$ cat config.mk
export PLATFORM = sky130hd
export DESIGN_NAME = spi_responder
export DESIGN_NICKNAME = d
export VERILOG_FILES = /design/src/rtl/spi_pkg.sv /design/src/rtl/spi_pin_sync.sv /design/src/rtl/spi_responder.sv
export SDC_FILE = /design/constraint.sdc
export NUM_CORES = 1
export LEC_CHECK = 0
export CORE_UTILIZATION = 45
export CTS_CLUSTER_SIZE = 24
export DETAILED_ROUTE_END_ITERATION = 16
export PLACE_DENSITY = 0.67
export SYNTH_ARGS = -nofsm -noshare
export SYNTH_HDL_FRONTEND = slang
export SYNTH_SLANG_ARGS = --single-unit
$ cat constraint.sdc
create_clock -name clk -period 4.8 [get_ports clk]
set_clock_uncertainty 0.2 [all_clocks]
set_input_delay 0.96 -clock clk [delete_from_list [all_inputs] [get_ports clk]]
set_output_delay 0.96 -clock clk [all_outputs]
set_load 0.02 [all_outputs]
$ cat src/rtl/spi_pkg.sv
`default_nettype none
// ============================================================================
// Module      : spi_pkg
// Description : Shared definitions for the SPI responder: controller state
//               encoding, byte width, default fill byte and SPI mode
//               constants expressed as {CPOL,CPHA}.
// Revision    : 1.0 - initial release
// ============================================================================
package spi_pkg;

  localparam int unsigned BYTE_W = 8;

  // Byte sent when the transmit holding buffer is empty at a load point.
  localparam logic [BYTE_W-1:0] FILL_BYTE_DEFAULT = 8'hFF;

  // SPI modes as {CPOL,CPHA}.
  localparam logic [1:0] MODE0 = 2'b00;
  localparam logic [1:0] MODE1 = 2'b01;
  localparam logic [1:0] MODE2 = 2'b10;
  localparam logic [1:0] MODE3 = 2'b11;

  typedef enum logic [1:0] {
    ST_WAIT_DESEL = 2'd0,
    ST_IDLE       = 2'd1,
    ST_ACTIVE     = 2'd2
  } state_e;

endpackage
`default_nettype wire

$ cat src/rtl/spi_pin_sync.sv
`default_nettype none
// ============================================================================
// Module      : spi_pin_sync
// Description : Brings the asynchronous SPI pins SCK, CE and MOSI into the
//               clk domain through SYNC_STAGES flops each, and produces
//               single-cycle SCK rise/fall and CE fall/rise strobes.
// Ports       : clk, rst      - system clock, synchronous active-high reset
//               sck_i/ce_i/mosi_i - raw pins
//               ce_o, mosi_o  - synchronised CE and MOSI levels
//               sck_rise_o / sck_fall_o - synchronised SCK edge strobes
//               ce_fall_o / ce_rise_o   - synchronised CE edge strobes
// Revision    : 1.0 - initial release
// ============================================================================
module spi_pin_sync #(
  parameter int unsigned SYNC_STAGES = 2
) (
  input  logic clk,
  input  logic rst,
  input  logic sck_i,
  input  logic ce_i,
  input  logic mosi_i,
  output logic ce_o,
  output logic mosi_o,
  output logic sck_rise_o,
  output logic sck_fall_o,
  output logic ce_fall_o,
  output logic ce_rise_o
);

  logic [SYNC_STAGES-1:0] sck_q;
  logic [SYNC_STAGES-1:0] ce_q;
  logic [SYNC_STAGES-1:0] mosi_q;
  logic                   sck_prev_q;
  logic                   ce_prev_q;

  logic sck_sync;
  logic ce_sync;

  assign sck_sync = sck_q[SYNC_STAGES-1];
  assign ce_sync  = ce_q[SYNC_STAGES-1];

  // The CE chain resets to "selected" (0): if reset lands in the middle of a
  // frame the controller must keep waiting until the real pin is seen high,
  // rather than trusting a reset value that claims deselection.
  always_ff @(posedge clk) begin
    if (rst) begin
      sck_q      <= '0;
      ce_q       <= '0;
      mosi_q     <= '1;
      sck_prev_q <= 1'b0;
      ce_prev_q  <= 1'b0;
    end else begin
      sck_q      <= {sck_q[SYNC_STAGES-2:0], sck_i};
      ce_q       <= {ce_q[SYNC_STAGES-2:0], ce_i};
      mosi_q     <= {mosi_q[SYNC_STAGES-2:0], mosi_i};
      sck_prev_q <= sck_sync;
      ce_prev_q  <= ce_sync;
    end
  end

  assign ce_o       = ce_sync;
  assign mosi_o     = mosi_q[SYNC_STAGES-1];
  assign sck_rise_o =  sck_sync & ~sck_prev_q;
  assign sck_fall_o = ~sck_sync &  sck_prev_q;
  assign ce_fall_o  = ~ce_sync  &  ce_prev_q;
  assign ce_rise_o  =  ce_sync  & ~ce_prev_q;

endmodule
`default_nettype wire

$ cat src/rtl/spi_responder.sv
`default_nettype none
// ============================================================================
// Module      : spi_responder
// Description : SPI slave for all four CPOL/CPHA modes, MSB first. Pins are
//               oversampled in the clk domain. Received bytes are presented
//               on rxData with a one-cycle rxValid strobe; bytes to send are
//               taken from a one-entry holding buffer (txData/txValid/
//               txReady) and FILL_BYTE is sent when that buffer is empty.
// Ports       : clk, rst            - system clock, sync active-high reset
//               SCK, CE, MOSI, MISO - SPI pins (CE active low)
//               CPOL, CPHA          - mode select, static while CE low
//               txData/txValid/txReady - transmit holding buffer handshake
//               rxData/rxValid      - received byte and strobe
//               txUnderrun          - FILL_BYTE substituted at a load point
//               frameErr            - CE rose mid-byte
//               busy                - frame in progress
//               misoOE              - MISO pad enable (only with macro)
// Build option: define SPI_RESPONDER_MISO_OE_EN to add the misoOE output.
// Revision    : 1.0 - initial release
// ============================================================================
module spi_responder
  import spi_pkg::*;
#(
  parameter int unsigned       SYNC_STAGES = 2,
  parameter logic [BYTE_W-1:0] FILL_BYTE   = FILL_BYTE_DEFAULT
) (
  input  logic              clk,
  input  logic              rst,
  input  logic              SCK,
  input  logic              CE,
  input  logic              MOSI,
  output logic              MISO,
  input  logic              CPOL,
  input  logic              CPHA,
  input  logic [BYTE_W-1:0] txData,
  input  logic              txValid,
  output logic              txReady,
  output logic [BYTE_W-1:0] rxData,
  output logic              rxValid,
  output logic              txUnderrun,
  output logic              frameErr,
  output logic              busy
`ifdef SPI_RESPONDER_MISO_OE_EN
  ,
  output logic              misoOE
`endif
);

  // --------------------------------------------------------------------------
  // Pin conditioning
  // --------------------------------------------------------------------------
  logic ce_sync;
  logic mosi_sync;
  logic sck_rise;
  logic sck_fall;
  logic ce_fall;
  logic ce_rise;

  spi_pin_sync #(
    .SYNC_STAGES (SYNC_STAGES)
  ) u_pin_sync (
    .clk        (clk),
    .rst        (rst),
    .sck_i      (SCK),
    .ce_i       (CE),
    .mosi_i     (MOSI),
    .ce_o       (ce_sync),
    .mosi_o     (mosi_sync),
    .sck_rise_o (sck_rise),
    .sck_fall_o (sck_fall),
    .ce_fall_o  (ce_fall),
    .ce_rise_o  (ce_rise)
  );

  // Edges of the normalised clock sckN = sck ^ CPOL.
  logic lead_edge;
  logic trail_edge;
  logic sample_edge;
  logic shift_edge;

  assign lead_edge   = CPOL ? sck_fall : sck_rise;
  assign trail_edge  = CPOL ? sck_rise : sck_fall;
  assign sample_edge = CPHA ? trail_edge : lead_edge;
  assign shift_edge  = CPHA ? lead_edge  : trail_edge;

  // --------------------------------------------------------------------------
  // State
  // --------------------------------------------------------------------------
  state_e            state_q,     state_d;
  logic [2:0]        bit_cnt_q,   bit_cnt_d;
  logic [BYTE_W-1:0] rx_shift_q,  rx_shift_d;
  logic [BYTE_W-1:0] rx_data_q,   rx_data_d;
  logic              rx_valid_q,  rx_valid_d;
  logic [BYTE_W-1:0] tx_buf_q,    tx_buf_d;
  logic              tx_full_q,   tx_full_d;
  logic [BYTE_W-1:0] tx_shift_q,  tx_shift_d;
  logic              miso_q,      miso_d;
  logic              underrun_q,  underrun_d;
  logic              frame_err_q, frame_err_d;

  logic              do_load;

  always_ff @(posedge clk) begin
    if (rst) begin
      state_q     <= ST_WAIT_DESEL;
      bit_cnt_q   <= 3'd0;
      rx_shift_q  <= '0;
      rx_data_q   <= '0;
      rx_valid_q  <= 1'b0;
      tx_buf_q    <= '0;
      tx_full_q   <= 1'b0;
      tx_shift_q  <= '1;
      miso_q      <= 1'b1;
      underrun_q  <= 1'b0;
      frame_err_q <= 1'b0;
    end else begin
      state_q     <= state_d;
      bit_cnt_q   <= bit_cnt_d;
      rx_shift_q  <= rx_shift_d;
      rx_data_q   <= rx_data_d;
      rx_valid_q  <= rx_valid_d;
      tx_buf_q    <= tx_buf_d;
      tx_full_q   <= tx_full_d;
      tx_shift_q  <= tx_shift_d;
      miso_q      <= miso_d;
      underrun_q  <= underrun_d;
      frame_err_q <= frame_err_d;
    end
  end

  always_comb begin
    state_d     = state_q;
    bit_cnt_d   = bit_cnt_q;
    rx_shift_d  = rx_shift_q;
    rx_data_d   = rx_data_q;
    rx_valid_d  = 1'b0;
    tx_buf_d    = tx_buf_q;
    tx_full_d   = tx_full_q;
    tx_shift_d  = tx_shift_q;
    miso_d      = miso_q;
    underrun_d  = 1'b0;
    frame_err_d = 1'b0;
    do_load     = 1'b0;

    case (state_q)
      ST_WAIT_DESEL: begin
        miso_d    = 1'b1;
        bit_cnt_d = 3'd0;
        if (ce_sync) begin
          state_d = ST_IDLE;
        end
      end

      ST_IDLE: begin
        miso_d    = 1'b1;
        bit_cnt_d = 3'd0;
        if (ce_fall) begin
          state_d = ST_ACTIVE;
          // With CPHA=0 the first bit must already be on MISO before the
          // first (sampling) clock edge arrives.
          do_load = ~CPHA;
        end
      end

      ST_ACTIVE: begin
        if (ce_rise) begin
          state_d     = ST_IDLE;
          miso_d      = 1'b1;
          bit_cnt_d   = 3'd0;
          frame_err_d = (bit_cnt_q != 3'd0);
        end else if (sample_edge) begin
          rx_shift_d = {rx_shift_q[BYTE_W-2:0], mosi_sync};
          // 3-bit counter wraps to 0 on the 8th sample.
          bit_cnt_d  = bit_cnt_q + 3'd1;
          if (bit_cnt_q == 3'd7) begin
            rx_data_d  = {rx_shift_q[BYTE_W-2:0], mosi_sync};
            rx_valid_d = 1'b1;
          end
        end else if (shift_edge) begin
          if (bit_cnt_q == 3'd0) begin
            do_load = 1'b1;
          end else begin
            // MISO always shows the MSB of the register after shifting, so
            // the bit presented next is the one just below the current MSB.
            miso_d     = tx_shift_q[BYTE_W-2];
            tx_shift_d = {tx_shift_q[BYTE_W-2:0], 1'b0};
          end
        end
      end

      default: begin
        state_d = ST_WAIT_DESEL;
        miso_d  = 1'b1;
      end
    endcase

    if (do_load) begin
      if (tx_full_q) begin
        tx_shift_d = tx_buf_q;
        miso_d     = tx_buf_q[BYTE_W-1];
        tx_full_d  = 1'b0;
      end else begin
        tx_shift_d = FILL_BYTE;
        miso_d     = FILL_BYTE[BYTE_W-1];
        underrun_d = 1'b1;
      end
    end

    // Buffer accepts only while empty, so this never collides with a load
    // that drains a full buffer. An empty-buffer load in the same cycle
    // still sends FILL_BYTE; the accepted byte waits for the next load.
    if (txValid && !tx_full_q) begin
      tx_buf_d  = txData;
      tx_full_d = 1'b1;
    end
  end

  // --------------------------------------------------------------------------
  // Outputs
  // --------------------------------------------------------------------------
  assign MISO       = miso_q;
  assign txReady    = ~tx_full_q;
  assign rxData     = rx_data_q;
  assign rxValid    = rx_valid_q;
  assign txUnderrun = underrun_q;
  assign frameErr   = frame_err_q;
  assign busy       = (state_q == ST_ACTIVE);

`ifdef SPI_RESPONDER_MISO_OE_EN
  assign misoOE = (state_q == ST_ACTIVE);
`endif

endmodule
`default_nettype wire

== Yosys cells after proc, flatten, opt, wreduce, memory -nomap -nowiden ==
Index checks and enable logic that the tools add are counted.

* Input bits: 16
* Latch bits: 0
* Flip-flop bits (word level): 48
* Memory bits (read-only): 0
* Word-level logic and storage cells: 98
* RAM bits: 0
* Memories: 0

* Add/sub/neg operators: 1
* Shift-type cells: 0
* Equality and inequality tests: 13
* Multiply operators: 0
* Multiplexer cells: 35
* Div/mod/pow operators: 0
* Reduce and logical (&&, ||, !) cells: 19
* Bitwise operators: 14
* Magnitude comparators: 0

{| class="wikitable"
|+ Operators with widths
! cell !! count
|-
| 2-to-1 mux 7 bit || 7
|-
| 2-to-1 mux 1 bit || 20
|-
| inverter 1 bit || 10
|-
| AND reduction 3 bit || 3
|-
| inequality test 2 x 1 -> 1 bit (second input constant) || 4
|-
| nonzero test 2 bit || 4
|-
| 2-to-1 mux 2 bit || 3
|-
| 2-to-1 mux 3 bit || 2
|-
| one-hot mux 2 bit (3 select lines) || 1
|-
| one-hot mux 3 bit (2 select lines) || 1
|-
| AND reduction 5 bit || 1
|-
| AND 1 bit || 4
|-
| inequality test 2 bit (second input constant) || 2
|-
| inequality test 4 x 1 -> 1 bit (second input constant) || 1
|-
| inequality test 4 x 3 -> 1 bit (second input constant) || 1
|-
| inequality test 4 bit (second input constant) || 1
|-
| AND reduction 4 bit || 1
|-
| OR reduction 2 bit || 2
|-
| OR reduction 4 bit || 1
|-
| adder 3 x 1 -> 3 bit (second input constant) || 1
|-
| equality test 3 bit (second input constant) || 1
|-
| logical NOT 3 bit || 1
|-
| inequality test 3 x 1 -> 1 bit (second input constant) || 1
|-
| nonzero test 3 bit || 1
|-
| 8 further kinds || 8
|}

== Logic depth before layout (Yosys ltp) ==
* Depth in word-level cells: 10
* Gate-level depth with buffers: 9
* Mapped depth without buffers: 7

== Hierarchy ==
A second synthesis with hierarchy kept.

* Cell total of the unflattened synthesis: 230
* Area total of the unflattened synthesis: 2,088.3 um2

{| class="wikitable"
|+ Modules (own cells, without submodules)
! module !! seq. area each (um2) !! cells an instance !! area each (um2) !! instances
|-
| spi_responder || 800.8 || 210 || 1,853.0 || 1
|-
| spi_pin_sync || 160.2 || 20 || 235.2 || 1
|}

== Least setup slack after synthesis ==
Ideal clock, no wire load.

* Path type: input port to flip-flop
* Start: input port CPOL
* End: register tx_shift_q[5]
* Slack: 2,262 ps
* Data arrival time: 2,213 ps
* Setup time: 126 ps
* Path buffers: 2
* Stages: 7
* Data required time: 4,474 ps
* Cell sequence: xnor2_1 -> mux2_4 -> o31a_1 -> buf_6 -> buf_8 -> nand3_1 -> o211ai_2

* Cells in the longest elaborated chain, start to end: 8
* Elaborated cells between the ends (all ways): 15
* Classes of those cells: eq/ne: 3; mux: 9; reduce/logical: 3

{| class="wikitable"
|+ RTL lines
! element !! line !! RTL
|-
| start, declared || spi_responder.sv:33 || <nowiki>input logic CPOL,</nowiki>
|-
| 2-to-1 mux 1 bit, on equally long branches || spi_responder.sv:82, spi_responder.sv:81 ||
|-
| 2-to-1 mux 1 bit || spi_responder.sv:84 || <nowiki>assign shift_edge = CPHA ? lead_edge : trail_edge;</nowiki>
|-
| 2-to-1 mux 1 bit || spi_responder.sv:179 || <nowiki>end else if (shift_edge) begin</nowiki>
|-
| 2-to-1 mux 1 bit || spi_responder.sv:171 || <nowiki>end else if (sample_edge) begin</nowiki>
|-
| 2-to-1 mux 1 bit || spi_responder.sv:166 || <nowiki>if (ce_rise) begin</nowiki>
|-
| one-hot mux 1 bit (2 select lines) || spi_responder.sv:145 || <nowiki>case (state_q)</nowiki>
|-
| inequality test 2 bit (no source line) (tied with other cells) || n/a ||
|-
| AND reduction 5 bit (no source line) || n/a ||
|-
| end signal, assigned || spi_responder.sv:124 || <nowiki>tx_shift_q <= tx_shift_d;</nowiki>
|-
| end, declared || spi_responder.sv:96 || <nowiki>logic [BYTE_W-1:0] tx_shift_q, tx_shift_d;</nowiki>
|}

Parallel ways exist; a longest one is shown, timed or not.
A chain may end at the register's enable or synchronous reset.

== Worst setup path in the final report ==
* Start: input port CPOL
* End: register rx_shift_q[6]

* Cells in the longest elaborated chain, start to end: 3
* Elaborated cells between the ends (all ways): 4
* Classes of those cells: mux: 3; reduce/logical: 1

{| class="wikitable"
|+ RTL lines
! element !! line !! RTL
|-
| 2-to-1 mux 1 bit, on equally long branches || spi_responder.sv:81, spi_responder.sv:82 ||
|-
| 2-to-1 mux 1 bit * || spi_responder.sv:83 || <nowiki>assign sample_edge = CPHA ? trail_edge : lead_edge;</nowiki>
|-
| AND reduction 3 bit (no source line) * || n/a ||
|-
| end signal, assigned || spi_responder.sv:119 || <nowiki>rx_shift_q <= rx_shift_d;</nowiki>
|-
| end, declared || spi_responder.sv:91 || <nowiki>logic [BYTE_W-1:0] rx_shift_q, rx_shift_d;</nowiki>
|}

Every way passes the cells marked *; elsewhere a longest branch is shown, timed or not.

==> results_dict.tcl <==
set metrics [dict create \
    fin_crit_ns 3.00 \
    drt_iter0_markers 33 \
    ant_nets 0 \
    place.gp.congestion 0.717 \
    grt_pass1_vias 1333 \
    path_buf_inv 1 \
    synth-edff-count 0 \
    fin_cells 297 \
    dp_hpwl_um 2430 \
    io_pins 30 \
    root_buffer "clkbuf_8" \
    htreeDepth 2 \
    synthCells 219 \
    syn_area_um2 2000 \
    tightestPinTransition_ns 0.819 \
    start_kind "primary input" \
    cts_setup_buffers 0 \
    grt_start_max_net_pins 28 \
    power_density_nw_per_um2 344 \
    yosysTopAreaCellShare 0.481 \
    area_delta_synth_final_pct 21.2 \
    clkTransAtPathRegs_ns 0.08 \
    grt_usage 0.173 \
    initial_core_util 0.482 \
    portBuffers 29 \
    required_ns 4.78 \
    rsz0062_at_grt "no" \
    worstHoldPathType "reg -> reg" \
    drc 0 \
    synth_most_common_cell "dfxtp_1" \
    pre_cts_slack_ns 1.51 \
    fp-row-count 23 \
    slew_headroom 0.454 \
    rrSetupSlack_ns 2.41 \
    cp_slowest_cell "and2_1" \
    total_power_w 0.000832 \
    period_share 0.624 \
    clock_path_buffers 2 \
    cp_data_arrival_time_ns 2.98 \
    drive_gt1_frac 0.0972 \
    worst_slack_ns 1.80 \
    synth.net_count 243 \
    drt-total-wl_um 3530 \
    wl_per_cell_um 11.9 \
    critical_path_class "in -> reg" \
    ys_ff_latch 48 \
    cts_tree "yes" \
    ir_drop_uv 168 \
    coreArea_um2 4140 \
    insertion_delay_ns 0.30 \
    worstPathMaxFanout 18 \
    cts_buffers 5 \
    cts_resized 0 \
    num_vias 1511 \
    path_common_cell "mux2i_1" \
    yosysTopAreaCell "dfxtp_1" \
    ys_top_cells_by_count "48 x dfxtp_1, 29 x nand2_1, 26 x a21oi_1" \
    outcome "finished clean" \
    p_leak_nw 0.874 \
    antenna-diode-count 0 \
    synth_area_per_cell_um2 9.13 \
    fmax_ghz 0.334 \
    nFillCells 388 \
    finalMaxSlewViolations 0 \
    cp-end-kind "register" \
    grt_pass1_wl_um 5940 \
    synth_warnings 0 \
    hold_viol 0 \
    ys_top_cells_by_area "dfxtp_1 48%, a21oi_1 6.5%, nand2_1 5.4%" \
    clock-sinks 48 \
    synth_cell_type_count 33 \
    async_flop_share 0 \
    postCtsHoldBufs 0 \
    grt_overflow 0 \
    ys_seq_area_frac 0.481 \
    die_area_um2 4710 \
    layout.nets 270 \
    report.final.setup_viol 0 \
    antenna_found_initial 0 \
    crit_family "simple AND/OR/NAND/NOR gates" \
    dp_cells 289 \
    vias_per_cell 5.09 \
    die_y_um 68.7 \
    tns_ns 0 \
    first_pass_iters 4 \
    die_w_um 68.7 \
    critPathMaxStageDelay_ns 0.67 \
    crit_chain "clkdlybuf4s50_1 -> xnor2_1 -> mux2i_1 -> and2_1 -> mux2i_1 -> nor2_1" \
    ys.flop_type "dfxtp_1" \
    maxCapViolCount 0 \
]
## path summary, 6_finish.rpt
kind	start	to	depth (start not counted)
worst max-delay path	CPOL	rx_shift_q[6]$_SDFFE_PP0P_	6
worst min-delay path	u_pin_sync.mosi_q[0]$_SDFF_PP1_	u_pin_sync.mosi_q[1]$_SDFF_PP1_	1
worst max register to register	state_q[0]$_SDFFE_PP0P_	rx_shift_q[6]$_SDFFE_PP0P_	6
worst min register to register	u_pin_sync.mosi_q[0]$_SDFF_PP1_	u_pin_sync.mosi_q[1]$_SDFF_PP1_	1
## stage by stage
stage	cell area (um^2)	hold WS, ns	utilization
after floorplan	2000	0.189	-
after global placement	2300	0.193	0.554
after detailed placement	2300	0.194	0.554
after CTS	2420	0.215	0.585
after global routing	2420	0.254	0.585
final	2420	0.213	0.585
## state kept, by name (all words and copies together) (netlist names)
register and flops:
txUnderrun 1, tx_shift_q 7, u_pin_sync.ce_q 2, u_pin_sync.sck_q 2
bit_cnt_q 3, rxValid 1, MISO 1, frameErr 1
rx_shift_q 7, u_pin_sync.mosi_q 2, tx_buf_q 8, u_pin_sync.sck_prev_q 1
rxData 8, u_pin_sync.ce_prev_q 1, state_q 2, tx_full_q 1
## routing by layer
layer	routed length [um]	global-route usage	vias to the layer above
met4	69	0.0703	0
met1	1880	0.234	684
li1	-	-	797
met2	1450	0.252	24
met5	0	0	-
met3	128	0.0559	6
## report_power, final
part	switching (W)	total (W)	internal [W]
Sequential	0.00000998	0.000421	0.000411
Clock	0.000127	0.000311	0.000184
Combinational	0.0000543	0.000101	0.0000464
## cell type report
cell class | instances | area, um^2 | area share
Multi-Input combinational cell | 151 | 933 | 0.385
Tap cell | 50 | 62.6 | 0.0258
Clock buffer | 7 | 96.3 | 0.0398
Timing Repair Buffer | 31 | 305 | 0.126
Sequential cell | 48 | 961 | 0.397
Inverter | 9 | 33.8 | 0.0139
Clock inverter | 1 | 30.0 | 0.0124
## placed cells by master, fill, tap and decap left out, types with 3 or more instances in the layout
cell and n:
clkbuf_8 7, nand2b_1 3, clkdlybuf4s50_1 29, nand3_1 16, ha_1 8, nor2_1 23, dfxtp_1 48, inv_1 8
o211ai_2 7, nand2_1 29, a21oi_1 26, nor2b_1 8, mux2i_1 10
## logic make-up (layout without fill, tap and decap cells)
kind of cell               Yosys count  count (layout)  share of synthesized area
AOI/OAI and AO/OA                   42              42                      0.145
muxes                               11              11                     0.0576
DFF                                 48              48                      0.481
buffers and inverters               20              48                     0.0526
xor gates and xnor gates             1               1                    0.00438
adders and majority gates            8               8                     0.0501
and+or+nand+nor                     89              89                      0.210
Power figures use the tool's default switching activity.
